<file path="src/rtl/bp_ctrl_pkg.sv">
// Package: bp_ctrl_pkg
// Shared types and sizing for the branch predictor table update controller.
// Contents:
//   NR_ENTRIES / IDX_W  - entries per predictor table and the index width
//   QUEUE_DEPTH         - depth of the resolved-branch update queue
//   VLEN                - program counter width
//   INIT_CTR            - counter value the tables write when wr_init_o is set
//   bp_ctrl_state_e     - controller state (sweeping or running)
//   bp_upd_t            - one queued update {idx, taken}
//   pc_to_idx()         - RVC-aligned table index of a branch PC
package bp_ctrl_pkg;

  localparam int NR_ENTRIES  = 1024;
  localparam int IDX_W       = $clog2(NR_ENTRIES);
  localparam int QUEUE_DEPTH = 4;
  localparam int VLEN        = 64;
  localparam logic [1:0] INIT_CTR = 2'b01;

  typedef enum logic {
    INIT,
    RUN
  } bp_ctrl_state_e;

  typedef struct packed {
    logic [IDX_W-1:0] idx;
    logic             taken;
  } bp_upd_t;

  // Bit 0 is always zero for compressed instructions, so the index starts at bit 1
  // and the upper PC bits fold away (index wraps modulo NR_ENTRIES).
  function automatic logic [IDX_W-1:0] pc_to_idx(input logic [VLEN-1:0] pc);
    return pc[IDX_W:1];
  endfunction

endpackage

</file>
<file path="src/rtl/bp_upd_queue.sv">
// Module: bp_upd_queue
// Circular FIFO holding resolved-branch updates until the table write port is free.
// Ports:
//   clk, rst_n      - clock and synchronous active-low reset
//   clear           - drop every stored entry (flush)
//   push, push_data - enqueue one entry; caller must not push when full without popping
//   pop             - dequeue the head entry; caller must not pop when empty
//   head            - current head entry (valid when empty is low)
//   empty, full     - occupancy flags
module bp_upd_queue #(
  parameter int DEPTH = 4,
  parameter int W     = 11
) (
  input  logic         clk,
  input  logic         rst_n,
  input  logic         clear,
  input  logic         push,
  input  logic [W-1:0] push_data,
  input  logic         pop,
  output logic [W-1:0] head,
  output logic         empty,
  output logic         full
);

  localparam int PW = $clog2(DEPTH);

  logic [W-1:0] mem [DEPTH];
  logic [PW:0]  rd_ptr;
  logic [PW:0]  wr_ptr;

  // Pointers carry one extra wrap bit: equal pointers mean empty, equal slots
  // with differing wrap bits mean full.
  assign empty = (rd_ptr == wr_ptr);
  assign full  = (rd_ptr[PW] != wr_ptr[PW]) && (rd_ptr[PW-1:0] == wr_ptr[PW-1:0]);
  assign head  = mem[rd_ptr[PW-1:0]];

  always_ff @(posedge clk) begin
    if (!rst_n || clear) begin
      rd_ptr <= '0;
      wr_ptr <= '0;
    end else begin
      if (push) wr_ptr <= wr_ptr + 1'b1;
      if (pop)  rd_ptr <= rd_ptr + 1'b1;
    end
  end

  // On a full queue a simultaneous push lands in the slot being popped; the
  // head is read combinationally before the edge, so the old entry is not lost.
  always_ff @(posedge clk) begin
    if (push) mem[wr_ptr[PW-1:0]] <= push_data;
  end

endmodule

</file>
<file path="src/rtl/bp_table_update_ctrl.sv">
// Module: bp_table_update_ctrl
// Sequences every write into the single-ported branch predictor tables: sweeps all
// entries to INIT_CTR after reset or flush, then drains buffered commit updates
// whenever the frontend lookup leaves the port idle.
// Ports:
//   clk_i, rst_ni   - clock, synchronous active-low reset
//   flush_bp_i      - restart the sweep and discard queued updates
//   lookup_valid_i  - frontend owns the table port this cycle
//   upd_valid_i, upd_pc_i, upd_taken_i - resolved branch update (no backpressure)
//   init_busy_o     - sweep in progress
//   wr_valid_o, wr_init_o, wr_idx_o, wr_taken_o - registered table write
//   upd_drop_o      - an update was dropped on the previous cycle (queue full)
//   drop_cnt_o, stall_cnt_o - only with BP_UPDATE_STATS_EN: saturating counters of
//                     dropped updates and of cycles stalled behind a lookup
module bp_table_update_ctrl
  import bp_ctrl_pkg::*;
(
  input  logic             clk_i,
  input  logic             rst_ni,
  input  logic             flush_bp_i,
  input  logic             lookup_valid_i,
  input  logic             upd_valid_i,
  input  logic [VLEN-1:0]  upd_pc_i,
  input  logic             upd_taken_i,
  output logic             init_busy_o,
  output logic             wr_valid_o,
  output logic             wr_init_o,
  output logic [IDX_W-1:0] wr_idx_o,
  output logic             wr_taken_o,
  output logic             upd_drop_o
`ifdef BP_UPDATE_STATS_EN
  ,
  output logic [31:0]      drop_cnt_o,
  output logic [31:0]      stall_cnt_o
`endif
);

  bp_ctrl_state_e   state, state_next;
  logic [IDX_W-1:0] sweep_idx, sweep_idx_next;

  logic             q_push, q_pop, q_empty, q_full;
  bp_upd_t          q_in, q_head;

  logic             wr_valid_next, wr_init_next, wr_taken_next, drop_next;
  logic [IDX_W-1:0] wr_idx_next;

  logic             pc_unused;

  // Only the RVC-aligned index bits of the PC matter to the tables.
  assign pc_unused = ^{upd_pc_i[VLEN-1:IDX_W+1], upd_pc_i[0]};

  assign q_in.idx   = pc_to_idx(upd_pc_i);
  assign q_in.taken = upd_taken_i;

  bp_upd_queue #(
    .DEPTH (QUEUE_DEPTH),
    .W     ($bits(bp_upd_t))
  ) u_queue (
    .clk       (clk_i),
    .rst_n     (rst_ni),
    .clear     (flush_bp_i),
    .push      (q_push),
    .push_data (q_in),
    .pop       (q_pop),
    .head      (q_head),
    .empty     (q_empty),
    .full      (q_full)
  );

  assign init_busy_o = (state == INIT);

  // Next-state and write selection. Flush wins over the sweep and over queue
  // traffic; a pop frees a slot so a push on a full queue still fits.
  always_comb begin
    state_next     = state;
    sweep_idx_next = sweep_idx;
    wr_valid_next  = 1'b0;
    wr_init_next   = 1'b0;
    wr_idx_next    = '0;
    wr_taken_next  = 1'b0;
    drop_next      = 1'b0;
    q_push         = 1'b0;
    q_pop          = 1'b0;

    if (flush_bp_i) begin
      state_next     = INIT;
      sweep_idx_next = '0;
    end else begin
      unique case (state)
        INIT: begin
          wr_valid_next  = 1'b1;
          wr_init_next   = 1'b1;
          wr_idx_next    = sweep_idx;
          sweep_idx_next = sweep_idx + 1'b1;
          if (sweep_idx == IDX_W'(NR_ENTRIES - 1)) state_next = RUN;
        end
        RUN: begin
          q_pop = !q_empty && !lookup_valid_i;
          if (q_pop) begin
            wr_valid_next = 1'b1;
            wr_idx_next   = q_head.idx;
            wr_taken_next = q_head.taken;
          end
          if (upd_valid_i) begin
            if (!q_full || q_pop) q_push    = 1'b1;
            else                  drop_next = 1'b1;
          end
        end
        default: state_next = INIT;
      endcase
    end
  end

  always_ff @(posedge clk_i) begin
    if (!rst_ni) begin
      state      <= INIT;
      sweep_idx  <= '0;
      wr_valid_o <= 1'b0;
      wr_init_o  <= 1'b0;
      wr_idx_o   <= '0;
      wr_taken_o <= 1'b0;
      upd_drop_o <= 1'b0;
    end else begin
      state      <= state_next;
      sweep_idx  <= sweep_idx_next;
      wr_valid_o <= wr_valid_next;
      wr_init_o  <= wr_init_next;
      wr_idx_o   <= wr_idx_next;
      wr_taken_o <= wr_taken_next;
      upd_drop_o <= drop_next;
    end
  end

`ifdef BP_UPDATE_STATS_EN
  // Statistics survive flushes so software can read totals across pipeline restarts.
  always_ff @(posedge clk_i) begin
    if (!rst_ni) begin
      drop_cnt_o  <= '0;
      stall_cnt_o <= '0;
    end else begin
      if (drop_next && (drop_cnt_o != '1))
        drop_cnt_o <= drop_cnt_o + 1'b1;
      if (!q_empty && lookup_valid_i && (stall_cnt_o != '1))
        stall_cnt_o <= stall_cnt_o + 1'b1;
    end
  end
`endif

endmodule

</file>
<file path="config.mk">
export PLATFORM = sky130hd
export DESIGN_NAME = bp_table_update_ctrl
export DESIGN_NICKNAME = d
export VERILOG_FILES = /design/src/rtl/bp_ctrl_pkg.sv /design/src/rtl/bp_upd_queue.sv /design/src/rtl/bp_table_update_ctrl.sv
export SDC_FILE = /design/constraint.sdc
export NUM_CORES = 1
export LEC_CHECK = 0
export BUFFER_PORTS_ARGS = -buffer_cell sky130_fd_sc_hd__buf_2
export CORE_MARGIN = 1
export CORE_UTILIZATION = 40
export DETAILED_ROUTE_END_ITERATION = 6
export HOLD_SLACK_MARGIN = 0.02
export PLACE_DENSITY = 0.63
export SLEW_MARGIN = 0
export SYNTH_ARGS = -nofsm -noshare
export SYNTH_HDL_FRONTEND = slang
export SYNTH_SLANG_ARGS = --single-unit
export TNS_END_PERCENT = 10
</file>
<file path="constraint.sdc">
create_clock -name clk_i -period 4.28 [get_ports clk_i]
set_clock_uncertainty 0.05 [all_clocks]
set_input_delay 0.428 -clock clk_i [delete_from_list [all_inputs] [get_ports clk_i]]
set_output_delay 0.428 -clock clk_i [all_outputs]
set_load 0.02 [all_outputs]
</file>
==> Yosys cells after proc, flatten, opt, wreduce, memory -nomap -nowiden <==
Memory sizes are Yosys's and may differ from the RTL's. A register that Yosys moved wholly into a read port is not among the register bits.
Cells that the tools add are included.
{ "word_totals": {"register_bits": 31, "ramBits": 44, "inputBits": 70, "out_inout_bits": 15, "wordCells": 50, "mem_count": 1} }
{ "memory_table": {"columns": ["name", "depth", "width", "rd", "rd_clocked_by_memory_dff", "wr", "line", "text"], "rows": [
  ["u_queue.mem", 4, 11, 1, 1, 1, "bp_upd_queue.sv:27", "logic [W-1:0] mem [DEPTH];"]
]} }
{ "op_classes": {"add_sub_neg": 3, "eq_ne": 4, "n_mux": 18, "bitwise": 4, "reduce_logical": 11} }
{ "op_table": {"columns": ["cell", "count"], "rows": [
  ["$pmux 10 s2", 1],
  ["$mux 1", 13],
  ["$add 10x1->10 const B", 1],
  ["$eq 10x10->1 const B", 1],
  ["$mux 10", 1],
  ["$reduce_or 4->1", 2],
  ["$add 3x1->3 const B", 2],
  ["$logic_not 1->1", 4],
  ["$mux 2", 2],
  ["$not 1->1", 4],
  ["$eq 3x3->1", 1],
  ["$eq 2x2->1", 1],
  ["$logic_and 1x1->1", 2],
  ["$logic_or 1x1->1", 2],
  ["$pmux 1 s2", 1],
  ["$reduce_or 2->1", 1],
  ["$ne 1x1->1", 1]
]} }

==> Logic depth before layout (Yosys ltp) <==
{ "depth": {"word_depth": 10, "mapped_depth": 5, "mapped_depth_nobuf": 4} }

==> Cells and area by module <==
From an unflattened synthesis, not the netlist that was laid out.
{ "hier_totals": {"hier_cells": 193, "area_unflattened_um2": 2952.8} }
{ "by_module_without_submodules": {"columns": ["mod", "instances", "cells_each", "area_each_um2", "seq_area_each_um2"], "rows": [
  ["bp_upd_queue", 1, 98, 1995.7, 1481.4],
  ["bp_table_update_ctrl", 1, 95, 957.2, 500.5]
]} }

==> Worst setup path after synthesis <==
OpenSTA, ideal clock, no wires.
{ "synth_timing": {"path_type": "reg-to-reg", "from": "register u_queue.wr_ptr[1]", "to": "memory u_queue.mem[3][0], enable pin", "setup_time_ps": 390, "arrival_ps": 1395, "t_required_ps": 3840, "setup_slack_ps": 2446, "stages_incl_launch_ff": 4, "path_buffers": 0, "period_less_slack_ps": 1834, "cell_sequence": "dfxtp_1 -> ha_1 -> nand4b_1 -> a41oi_1"} }
{ "synth_between": {"elab_chain_len": 10, "word_cells_on_any_way": 13, "classes_between": "2 x eq/ne; 6 x mux; 5 x reduce/logical"} }
{ "synth_lines": {"columns": ["item", "line", "text"], "rows": [
  ["start: declaration", "bp_upd_queue.sv:29", "logic [PW:0] wr_ptr;"],
  ["start signal: assignment", "bp_upd_queue.sv:42", "if (push) wr_ptr <= wr_ptr + 1'b1;"],
  ["$eq 3x3->1 / $eq 2x2->1 (equally long branches)", "bp_upd_queue.sv:33, bp_upd_queue.sv:34", null],
  ["$logic_not 1->1 / $logic_and 1x1->1 (equally long branches)", "bp_table_update_ctrl.sv:98, bp_upd_queue.sv:34", null],
  ["$logic_and 1x1->1 / $logic_not 1->1 (equally long branches)", "bp_table_update_ctrl.sv:98, bp_table_update_ctrl.sv:105", null],
  ["$logic_or 1x1->1", "bp_table_update_ctrl.sv:105", "if (!q_full || q_pop) q_push = 1'b1;"],
  ["$mux 1", "bp_table_update_ctrl.sv:105", null],
  ["$mux 1", "bp_table_update_ctrl.sv:104", "if (upd_valid_i) begin"],
  ["$mux 1", "bp_table_update_ctrl.sv:89", "unique case (state)"],
  ["$mux 1", "bp_table_update_ctrl.sv:85", "if (flush_bp_i) begin"],
  ["$mux 1", "bp_upd_queue.sv:50", "if (push) mem[wr_ptr[PW-1:0]] <= push_data;"],
  ["$mux 1 (implied by the code)", "bp_upd_queue.sv:50", null],
  ["end: declaration", "bp_upd_queue.sv:27", null]
]} }
Several ways; a longest one is shown, not always the timed one.

==> Final worst setup path <==
{ "layout_timing": {"from": "register state", "to": "output port init_busy_o"} }
{ "layout_between": {"elab_chain_len": 1} }
{ "layout_lines": {"columns": ["item", "line", "text"], "rows": [
  ["start: declaration", "bp_table_update_ctrl.sv:38", "bp_ctrl_state_e state, state_next;"],
  ["start signal: assignment", "bp_table_update_ctrl.sv:124", "state <= state_next;"],
  ["$not 1->1", null, null],
  ["end: declaration", "bp_table_update_ctrl.sv:25", "output logic init_busy_o,"]
]} }
No other way between the ends.

==> results by group <==
Outcome
  – Status: finished, final reports clean

Floorplan
  – Number of core rows: 31
  – Boundary Pins: 85
  – Placeable Area: 7370 sq um
  – Die extent in y: 89.8 um
  – Initial core utilization: 0.419
  – Chip Width: 89.8 um
  – Die area: 8070 sq um

Setup path
  – Crit path kind: reg -> out
  – Cell family with most CP delay: buffers and inverters
  – CP Capture Type: output pin
  – Crit start category: register
  – WP buf/inv: 3
  – CP max FO: 24
  – Crit path DAT: 1.53 ns
  – Critical Path RT: 3.80 ns
  – Critical-path cell list: buf_4, clkinv_1, buf_2
  – CP max stage cell: dfxtp_1
  – Critical Path Max Stage Delay: 0.37 ns

Placed design
  – Dpl cells: 339
  – Final Wtd Congestion: 0.743
  – Post-placement cell area: 3330 sq um
  – Post-DP HPWL: 3470 um
  – Input/output buffers: 30

Cells and area
  – Final non-filler cell total: 355
  – P&R area growth vs syn: 15.0%
  – Share of layout cells above drive strength 1: 0.266
  – Finished Cell Area: 3550 sq um
  – Final core occ: 0.482
  – Diode count: 0
  – Flip-flop and latch area: 1980 sq um
  – Area of the multi-input gates: 1030 sq um
  – Nets: 327
  – Filler Cell Count: 660

Logic synthesis
  – Synth async-reset ratio: 0
  – Post-Syn Area: 3090 sq um
  – Distinct cells, synth: 41
  – Synth warn: 0
  – Syn nets: 295
  – Post-synthesis sequential area ratio: 0.642
  – Gate Count Post-Synth: 219
  – FF+latch count, synth: 77
  – Post-synth top flop: edfxtp_1
  – EDFF count, synth: 44
  – Synth Area per Inst: 14.1 sq um

Min path
  – Hold Path Class: in -> reg

STA
  – Setup TNS: 0 ns
  – RSZ-0062 raised after global routing: false
  – Max Fclk: 0.497 GHz
  – Final clock period utilization by the worst path: 0.470
  – Final setup violation count: 0
  – WHS: 0.232 ns
  – Tightest Pin Transition: 1.10 ns
  – Final Slew Violations: 0
  – Count of final hold-check violations: 0
  – Minimum clock period after layout: 2.01 ns
  – Relative slew slack: 0.266

Clock network
  – CTS tree: built
  – Setup bufs post-CTS: 0
  – CTS H-tree lvls: 3
  – CTS buffer count: 9
  – Later-pin clock latency in the skew report: 0.35 ns
  – TritonCTS Sinks: 77
  – Post-CTS resize count: 0
  – Clock transition at path regs: 0.08 ns
  – Buffers from clock root to sink, at most: 2
  – CTS root buffer: clkbuf_8
  – Post-CTS Hold Fix Bufs: 0

Route
  – Final ANT Viol Nets: 0
  – Via density: 5.20
  – DR iter-0 viols: 127
  – Wire per inst: 15.0 um
  – Vias: 1,846
  – WL final: 5310 um
  – DRC violations left: 0
  – Drt pass-1 iters: 4

Global route
  – GRT overflow: 0
  – First-pass GRT wire length: 9100 um
  – GRT Overall Usage: 0.149
  – Antenna violations before repair: 0
  – Largest net degree at the start of global routing: 31
  – Vias in the first global route: 1,798

Power
  – Pwr/cell area: 401 nW/um^2
  – Peak supply drop: 0.000259 V
  – LEAKAGE: 1.16 nW

Flow run
  – Max-cap violations: 0
-- logic make-up (layout without fill, tap and decap cells) --
family / Yosys count / count (layout) / share of synthesized area
AO/OA/AOI/OAI: 32 / 32 / 0.0673
multiplexers: 19 / 19 / 0.106
buffers and inverters: 18 / 55 / 0.0255
AND/OR/NAND/NOR: 62 / 62 / 0.115
XOR/XNOR: 5 / 5 / 0.0191
flip-flops: 77 / 77 / 0.642
adder cells (fa/ha/maj): 6 / 6 / 0.0243
-- cell usage in the layout (no fill, tap or decap), types with 2 or more instances in the layout --
cell and count:
clkinv_4 2, o21ai_1 4, nand3b_1 2, dfxtp_1 33
clkbuf_8 9, buf_2 30, or4_1 3, bufinv_16 2
mux2i_1 8, inv_1 7, o31ai_1 3, xnor2_1 2
or3_1 2, mux4_2 11, o21ai_0 6, xnor2_2 2
nand2b_1 6, nand3_1 19, o32ai_1 3, nand2_1 13
ha_1 6, and2_1 3, a41oi_2 2, nor2_1 4
clkinv_1 2, a21oi_1 10, or3_2 3, edfxtp_1 44
-- report_power, final --
| group | leakage, nW | switching (W) | internal [W] | total (W) |
|---|---|---|---|---|
| clock | 0.107 | 0.000281 | 0.000330 | 0.000611 |
| sequential | 0.662 | 0.00000119 | 0.000782 | 0.000783 |
| combinational | 0.386 | 0.0000183 | 0.00000945 | 0.0000278 |
| total | 1.16 | 0.000300 | 0.00112 | 0.00142 |
-- worst register-to-register path, stage by stage, from the launching register on --
cell and delay (ns):
dfxtp_1 0.46, ha_1 0.19, nand4b_1 0.11, a41oi_2 0.78
-- cells in the mapped netlist (2+ instances only) --
master,n,area share
edfxtp_1,44,0.43
dfxtp_1,33,0.21
nand3_1,19,0.031
nand2_1,13,0.016
mux4_2,11,0.080
a21oi_1,10,0.016
mux2i_1,8,0.026
inv_1,7,0.0085
buf_2,6,0.0097
ha_1,6,0.024
nand2b_1,6,0.012
o21ai_0,6,0.0097
nor2_1,4,0.0049
o21ai_1,4,0.0065
and2_1,3,0.0061
o31ai_1,3,0.0073
o32ai_1,3,0.0085
or3_2,3,0.0073
or4_1,3,0.0073
clkbuf_1,2,0.0024
nand3b_1,2,0.0049
or3_1,2,0.0041
xnor2_1,2,0.0057
xnor2_2,2,0.011
-- through the flow --
stage	setup WS, ns	total power [W]
after global placement	2.22	0.000827
after global routing	2.16	0.00147
after detailed placement	2.20	0.000829
final	2.27	0.00142
after floorplan	2.45	0.000814
after CTS	2.25	0.00143
-- routing by layer --
| layer | vias up | track usage | wire length, um |
|---|---|---|---|
| met2 | 36 | 0.221 | 2380 |
| met1 | 906 | 0.201 | 2620 |
| li1 | 894 | - | - |
| met5 | - | 0 | 0 |
| met3 | 10 | 0.0355 | 174 |
| met4 | 0 | 0.0820 | 133 |
-- registers in the layout, summed over array words and instances (netlist names), 3 cells and up, named ones only --
register,count
sweep_idx,10
u_queue.mem,44
u_queue.rd_ptr,3
u_queue.wr_ptr,3
wr_idx_o,10
-- layout make-up --
type / count / area share
clock inverter: 7 / 0.0275
sequential: 77 / 0.558
multi-input combinational: 124 / 0.292
timing repair buffer: 31 / 0.0444
tap: 99 / 0.0349
clock buffer: 9 / 0.0349
inverter: 8 / 0.00846
-- worst paths after layout --
kind / endpoint / slack [ns] / depth (start not counted) / startpoint
max: init_busy_o / 2.27 / 3 / state
min: u_queue.mem[2][3] / 0.23 / 1 / upd_pc_i[3]
max reg2reg: u_queue.mem[3][8] / 2.31 / 3 / u_queue.wr_ptr[0]
min reg2reg: sweep_idx[0] / 0.44 / 2 / sweep_idx[0]
Note: power is estimated with default switching activity, not from simulation.
